File: config.mk
export PLATFORM = sky130hd
export DESIGN_NAME = fetch_lookahead_stage
export DESIGN_NICKNAME = d
export VERILOG_FILES = /design/src/rtl/fetch_lookahead_stage_pkg.sv /design/src/rtl/fetch_next_pc.sv /design/src/rtl/fetch_lookahead_stage.sv
export SDC_FILE = /design/constraint.sdc
export NUM_CORES = 1
export LEC_CHECK = 0
export BUFFER_PORTS_ARGS = -buffer_cell sky130_fd_sc_hd__buf_2
export CORE_MARGIN = 4
export CORE_UTILIZATION = 51
export DETAILED_ROUTE_END_ITERATION = 16
export GPL_TIMING_DRIVEN = 0
export PLACE_DENSITY = 0.75
export SYNTH_ARGS = -nofsm -noshare
export SYNTH_HDL_FRONTEND = slang
export SYNTH_SLANG_ARGS = --single-unit
File: constraint.sdc
create_clock -name clk -period 2.4 [get_ports clk]
set_input_delay 0.36 -clock clk [delete_from_list [all_inputs] [get_ports clk]]
set_output_delay 0.36 -clock clk [all_outputs]
set_load 0.01 [all_outputs]
File: src/rtl/fetch_lookahead_stage_pkg.sv
// Shared definitions for the fetch/lookahead stage and the decode control unit.
package fetch_lookahead_stage_pkg;

    localparam logic [1:0] OP_MOV  = 2'b00;
    localparam logic [1:0] OP_ADDI = 2'b01;
    localparam logic [1:0] OP_NOP  = 2'b10;
    localparam logic [1:0] OP_JMP  = 2'b11;

    // Opcode occupies the top OP_W bits of a word; jump target starts at TGT_LSB.
    localparam int OP_W    = 2;
    localparam int TGT_LSB = 0;

    typedef enum logic [1:0] {
        ST_IDLE = 2'd0,
        ST_RUN  = 2'd1,
        ST_HALT = 2'd2
    } state_t;

endpackage

File: src/rtl/fetch_next_pc.sv
// Combinational next-PC selection for the two-word fetch window.
// A jump in the head slot does not issue; a jump in the lookahead slot is folded.
module fetch_next_pc
    import fetch_lookahead_stage_pkg::*;
#(
    parameter int ADDR_W  = 6,
    parameter int INSTR_W = 8
) (
    input  logic [ADDR_W-1:0]  pc,
    input  logic [INSTR_W-1:0] i0,
    input  logic [INSTR_W-1:0] i1,
    output logic [ADDR_W-1:0]  next_pc,
    output logic               issue,
    output logic               fold,
    output logic               halt_req
);

    logic [OP_W-1:0]   op0;
    logic [OP_W-1:0]   op1;
    logic [ADDR_W-1:0] tgt0;
    logic [ADDR_W-1:0] tgt1;

    assign op0  = i0[INSTR_W-1 -: OP_W];
    assign op1  = i1[INSTR_W-1 -: OP_W];
    assign tgt0 = i0[TGT_LSB +: ADDR_W];
    assign tgt1 = i1[TGT_LSB +: ADDR_W];

    // Classify the window: head jump, folded jump, or sequential.
    always_comb begin
        next_pc  = pc + ADDR_W'(1);
        issue    = 1'b1;
        fold     = 1'b0;
        halt_req = 1'b0;
        if (op0 == OP_JMP) begin
            issue = 1'b0;
            if (tgt0 == pc) begin
                halt_req = 1'b1;
                next_pc  = pc;
            end else begin
                next_pc = tgt0;
            end
        end else if (op1 == OP_JMP) begin
            fold    = 1'b1;
            next_pc = tgt1;
        end
    end

endmodule

File: src/rtl/fetch_lookahead_stage.sv
// Instruction fetch with zero-penalty jump folding and the IF/ID register.
// state   | meaning
// IDLE    | waiting for en, IF/ID holds a bubble
// RUN     | fetching and issuing one instruction per cycle
// HALT    | self-loop jump seen, absorbing until reset
module fetch_lookahead_stage
    import fetch_lookahead_stage_pkg::*;
#(
    parameter int              ADDR_W   = 6,
    parameter int              INSTR_W  = 8,
    parameter logic [ADDR_W-1:0] RESET_PC = '0
) (
    input  logic               clk,
    input  logic               reset,
    input  logic               en,
    input  logic               stall,
    output logic [ADDR_W-1:0]  imem_addr0,
    input  logic [INSTR_W-1:0] imem_data0,
    output logic [ADDR_W-1:0]  imem_addr1,
    input  logic [INSTR_W-1:0] imem_data1,
    output logic [INSTR_W-1:0] id_instr,
    output logic [1:0]         id_opcode,
    output logic [1:0]         id_next_opcode,
    output logic [ADDR_W-1:0]  id_pc,
    output logic               id_valid,
    output logic               halted,
    output logic [15:0]        fold_count
);

    state_t             state_q, state_d;
    logic [ADDR_W-1:0]  pc_q, pc_d;
    logic [INSTR_W-1:0] instr_d;
    logic [ADDR_W-1:0]  idpc_d;
    logic [1:0]         op_d, nop_d;
    logic               valid_d;
    logic [15:0]        fold_d;

    logic [ADDR_W-1:0]  next_pc;
    logic               issue, fold, halt_req;

    assign imem_addr0 = pc_q;
    assign imem_addr1 = pc_q + ADDR_W'(1);
    assign halted     = (state_q == ST_HALT);

    fetch_next_pc #(
        .ADDR_W  (ADDR_W),
        .INSTR_W (INSTR_W)
    ) u_next_pc (
        .pc       (pc_q),
        .i0       (imem_data0),
        .i1       (imem_data1),
        .next_pc  (next_pc),
        .issue    (issue),
        .fold     (fold),
        .halt_req (halt_req)
    );

    // Next-state and IF/ID load decisions; stall freezes everything.
    always_comb begin
        state_d = state_q;
        pc_d    = pc_q;
        instr_d = id_instr;
        idpc_d  = id_pc;
        op_d    = id_opcode;
        nop_d   = id_next_opcode;
        valid_d = id_valid;
        fold_d  = fold_count;
        if (!stall) begin
            unique case (state_q)
                ST_IDLE: begin
                    if (en) state_d = ST_RUN;
                end
                ST_RUN: begin
                    pc_d = next_pc;
                    if (!issue) begin
                        // Bubble must look like a nop to the control unit.
                        valid_d = 1'b0;
                        op_d    = OP_NOP;
                        nop_d   = OP_NOP;
                        if (halt_req) state_d = ST_HALT;
                    end else begin
                        instr_d = imem_data0;
                        idpc_d  = pc_q;
                        op_d    = imem_data0[INSTR_W-1 -: OP_W];
                        nop_d   = fold ? OP_JMP : imem_data1[INSTR_W-1 -: OP_W];
                        valid_d = 1'b1;
                        if (fold && (fold_count != 16'hFFFF)) fold_d = fold_count + 16'd1;
                    end
                end
                ST_HALT: begin
                end
                default: state_d = ST_IDLE;
            endcase
        end
    end

    // State, PC, IF/ID register and fold counter.
    always_ff @(posedge clk or posedge reset) begin
        if (reset) begin
            state_q        <= ST_IDLE;
            pc_q           <= RESET_PC;
            id_instr       <= '0;
            id_pc          <= '0;
            id_opcode      <= OP_NOP;
            id_next_opcode <= OP_NOP;
            id_valid       <= 1'b0;
            fold_count     <= '0;
        end else begin
            state_q        <= state_d;
            pc_q           <= pc_d;
            id_instr       <= instr_d;
            id_pc          <= idpc_d;
            id_opcode      <= op_d;
            id_next_opcode <= nop_d;
            id_valid       <= valid_d;
            fold_count     <= fold_d;
        end
    end

endmodule

### Yosys cells after proc, flatten, opt, wreduce, memory -nomap -nowiden

Cells that the tools add are included.

* flip-flop bits (word level): 43
* bits in latches: 0
* memory bits (writable): 0
* ROM bits: 0
* input port bits: 20
* output and inout port bits: 48
* logic and storage cells: 45
* memories: 0

* add/subtract/negate cells: 2
* multipliers: 0
* div/mod/pow operators: 0
* magnitude comparators: 0
* equality and inequality tests: 10
* shifts and indexed selects: 0
* mux-type cells: 15
* bitwise operators: 3
* reductions and logical operators: 7

Operators with widths (count)
* $mux 6: 3
* $add 16x1->16 const B: 1
* $ne 16x16->1 const B: 1
* $mux 2: 6
* $ne 2x2->1 const B: 4
* $add 6x1->6 const B: 1
* $eq 2x2->1 const B: 3
* $eq 6x6->1: 1
* $pmux 2 s3: 1
* $reduce_and 3->1: 2
* $mux 1: 5
* $reduce_and 5->1: 1
* $reduce_and 4->1: 1
* $not 1->1: 3
* $eq 2x1->1 const B: 1
* $logic_not 2->1: 1
* $reduce_and 2->1: 1
* $logic_and 1x1->1: 1

### Longest topological paths before layout

* depth after elaboration: 6
* depth in mapped cells: 6
* depth with buffers taken out: 5

### By module

A second synthesis with hierarchy kept.

* cells, all modules: 197
* area, all modules: 2210.9 um^2

Modules (own cells, without submodules)
* fetch_lookahead_stage: times used 1, cells each 155, area an instance 1949.4 um^2, sequential area each 1078.5 um^2
* fetch_next_pc: times used 1, cells each 42, area an instance 261.5 um^2, sequential area each 0.0 um^2

### Worst setup path after synthesis

No wires, ideal clock.

* kind: register -> register
* start: reg state_q[1]
* end: reg fold_count[11]
* library setup time: 0.079 ns
* arrival time: 1.953 ns
* setup slack: 0.368 ns
* cell stages (with the launch flop): 6
* path buffers: 1
* period minus slack after synthesis: 2.032 ns
* cell sequence: dfrtp_1 -> or3b_4 -> or4_4 -> buf_6 -> a2111oi_4 -> xor2_1

* word-level cells in the longest chain between the ends: 2

RTL lines
* start, declared: RTL line fetch_lookahead_stage.sv:30 `state_t state_q, state_d;`
* start signal, assigned: RTL line fetch_lookahead_stage.sv:109 `state_q <= state_d;`
* $eq 2x1->1: RTL line fetch_lookahead_stage.sv:69 `unique case (state_q)`
* $reduce_and 4->1 (no line)
* end signal, assigned: RTL line fetch_lookahead_stage.sv:116 `fold_count <= fold_d;`
* end, declared: RTL line fetch_lookahead_stage.sv:27 `output logic [15:0] fold_count`

No other way between the ends.
A chain may end at the register's enable or synchronous reset.

### Final worst setup path

Same ends and word-level chain as after synthesis.

==> reports/qor.yml <==
synthCells: 208
rows: 23
ant_nets: 0
gp_congestion: 0.836
multi_input_area_sq_mm: 0.00109
wl_per_cell_um: 15.2
setup_viol: 0
place_hpwl_um: 3760
viasPerCell: 5.46
drt-initial-drc-count: 134
drc_errors: 0
h-tree-depth: 2
layout-drive-gt1-share_pct: 36.0
area_delta_synth_final_pct: 22.2
crit_type: "reg -> reg"
die_area_sq_mm: 0.00549
synth_cell_types: 38
cp-end-kind: "flop"
clock_latency_ps: 290
cts_made_buffers: 5
synth_ff_type: "dfrtp_1"
grt_setup_unrepaired: "no"
grt_overflow: 0
grt_pass1_vias: 1820
ys_warn_count: 0
grtUsageTotal_pct: 19.9
drtPass1Iterations: 4
coreArea_sq_mm: 0.00412
clockPowerShare_pct: 19.7
antenna_found_initial: 0
run_status: "finished, final reports clean"
pwr-share-comb_pct: 35.2
peakVddDrop_mv: 0.578
worstHoldPathType: "in -> async"
clk_pin_slew_ps: 80
grt_pass1_wl_um: 8450
finalHoldViolCount: 0
layout_setup_ws_ps: 220
diodes: 0
fin_crit_sh_pct: 90.8
synth-edff-count: 0
tightest_slew_ps: 931
mappedNetlistArea_sq_mm: 0.00223
syn_avg_cell_area_sq_um: 10.7
cts_tree: "yes"
fillCellCount: 350
relSlewSlack_pct: 37.7
power.density_mw_per_mm2: 836
clock-sinks: 43
power.share.switching_pct: 36.2
clockBufferDepth: 2
clock.fmax_mhz: 459
io_pins: 68
cts-root-buf: "clkbuf_8"
dp_slack_ps: -56.3
holdBufCountCts: 0
ys_seq_area_share_pct: 48.4
path_max_fanout: 6
yosys_register_bits: 43
cp-start-kind: "flop"
post-route-min-period_ps: 2180
seqPwrFrac_pct: 45.0
final_core_util_pct: 66.1
tns_ps: 0
fin_hold_ws_ps: 249
grt_max_degree: 44
start_util_pct: 54.1
power.total_mw: 2.27
drv_slew: 0
worst-endpoint-required_ps: 2620
finalClockSkew_ps: 5.25
wl_um: 5060
die_x_um: 74.1
maxCapViolCount: 0
dieHeight_um: 74.1
nets: 304
p_int_mw: 1.45
seq_area_sq_mm: 0.00108
cellLeakagePower_nw: 1.30
synthArstFlopShare_pct: 100
critPathArrivalTime_ps: 2400
syn_nets: 230
netSwitchingPower_mw: 0.822
port-buffer-count: 67
num_vias: 1817
final timing paths:
| kind | start | endpoint | slack, ps | cells past startpoint |
|---|---|---|---|---|
| worst max-delay path | state_q[1] | fold_count[11] | 220 | 5 |
| worst min-delay path | reset | fold_count[6] | 250 | 2 |
| min in group clk | imem_data0[7] | id_opcode[1] | 290 | 3 |
| worst min register to register | id_next_opcode[1] | id_next_opcode[1] | 460 | 2 |
| max in group asynchronous | reset | fold_count[0] | 1600 | 2 |
| worst max register to register | state_q[1] | fold_count[11] | 220 | 5 |
critical path, stage by stage, from the launching register on:
cell and delay [ps]:
dfrtp_1 430, or3b_4 450, or4_4 550, buf_6 160, a2111oi_4 330, xor2_1 180
per-layer routing:
| metal | part of all wire [%] | routed length [um] | up-vias | track usage (%) |
|---|---|---|---|---|
| li1 | - | - | 903 | - |
| met1 | 47 | 2360 | 846 | 27.8 |
| met2 | 45 | 2280 | 62 | 30.8 |
| met3 | 6.8 | 344 | 6 | 4.32 |
| met4 | 1.4 | 69 | 0 | 6.84 |
| met5 | 0 | 0 | - | 0 |
cells in the final DEF, fill, tap and decap left out, types with 3 or more instances in the layout:
master     count
a211oi_1       4
xnor2_1       10
clkbuf_8       5
or2_2          3
nor4_1         4
dfrtp_1       41
inv_1          7
xor2_1        14
nor2_1         8
a31oi_1        3
nand4_1        7
a2111oi_4      3
buf_2         67
nand3_1        9
o21ai_0       10
and3_1         4
o31ai_1        3
nor3_1         4
mux2_2        14
nand2_1       21
clkbuf_1       6
a21oi_1        5
area by class of cell:
type | count | share of cell area [%]
multi-input cells | 149 | 40.1
flip-flops and latches | 43 | 39.6
clock inverters | 2 | 0.460
well taps | 50 | 2.30
inverters | 8 | 1.10
plain buffers | 8 | 1.38
repair buffers | 67 | 12.3
clock buffers | 6 | 2.67
registers in the layout, indices dropped and copies added (netlist names):
signal	cells
fold_count	16
imem_addr0	6
id_next_opcode	2
id_opcode	2
id_pc	6
id_valid	1
state_q	2
id_instr	8
cell usage after synthesis (2+ instances only):
| library cell | number | area, sq um |
|---|---|---|
| nor4_1 | 5 | 31.3 |
| nor3b_1 | 3 | 22.5 |
| nand3_1 | 9 | 45.0 |
| o21a_1 | 2 | 15.0 |
| and2_1 | 2 | 12.5 |
| a211oi_1 | 4 | 30.0 |
| nor2_1 | 8 | 30.0 |
| clkbuf_1 | 5 | 18.8 |
| buf_1 | 2 | 7.51 |
| a21oi_1 | 5 | 25.0 |
| a31oi_1 | 3 | 18.8 |
| nor3_1 | 4 | 20.0 |
| nand4_1 | 7 | 43.8 |
| ha_1 | 2 | 25.0 |
| and4_1 | 2 | 17.5 |
| mux2_2 | 14 | 158 |
| o31ai_1 | 3 | 22.5 |
| dfrtp_1 | 41 | 1030 |
| and3_1 | 4 | 25.0 |
| inv_1 | 8 | 30.0 |
| a221oi_1 | 2 | 17.5 |
| xor2_1 | 14 | 123 |
| dfstp_2 | 2 | 52.6 |
| or2_2 | 3 | 18.8 |
| o21ai_0 | 10 | 50.1 |
| xnor2_1 | 10 | 87.6 |
| a2111oi_4 | 3 | 82.6 |
| nand2_1 | 21 | 78.8 |
cell families (layout without fill, tap and decap cells):
family                   count (synthesis)  in the layout  share of synthesized area [%]
XOR/XNOR                                24             24                           9.44
adder cells (fa/ha/maj)                  2              2                           1.12
buffers and inverters                   16             91                           3.03
AND/OR/NAND/NOR                         73             73                           17.6
AO/OA/AOI/OAI                           35             35                           12.9
multiplexers                            15             15                           7.53
flip-flops                              43             43                           48.4
power groups by stage:
| stage | logic (mW) | registers [mW] | clock network [mW] |
|---|---|---|---|
| after global placement | 0.794 | 1.03 | 0 |
| after CTS | 0.812 | 1.02 | 0.463 |
| final | 0.802 | 1.02 | 0.449 |
| after floorplan | 0.419 | 1.09 | 0 |
| after detailed placement | 0.808 | 1.04 | 0 |
| after global routing | 0.896 | 1.05 | 0.490 |
metrics by stage:
stage	cell area, sq um	cells
floorplan	2230	208
global placement	2630	325
detailed placement	2630	325
CTS	2720	333
global route	2720	333
finish	2720	333
repair_timing:
| item | CTS | global route |
|---|---|---|
| setup endpoints to repair | 5 | 1 |
| resized for setup | 1 | 1 |
| buffers inserted | 0 | 0 |
| endpoints found under the hold margin | 0 | 0 |
No activity file was read; power rests on OpenSTA's default activity.
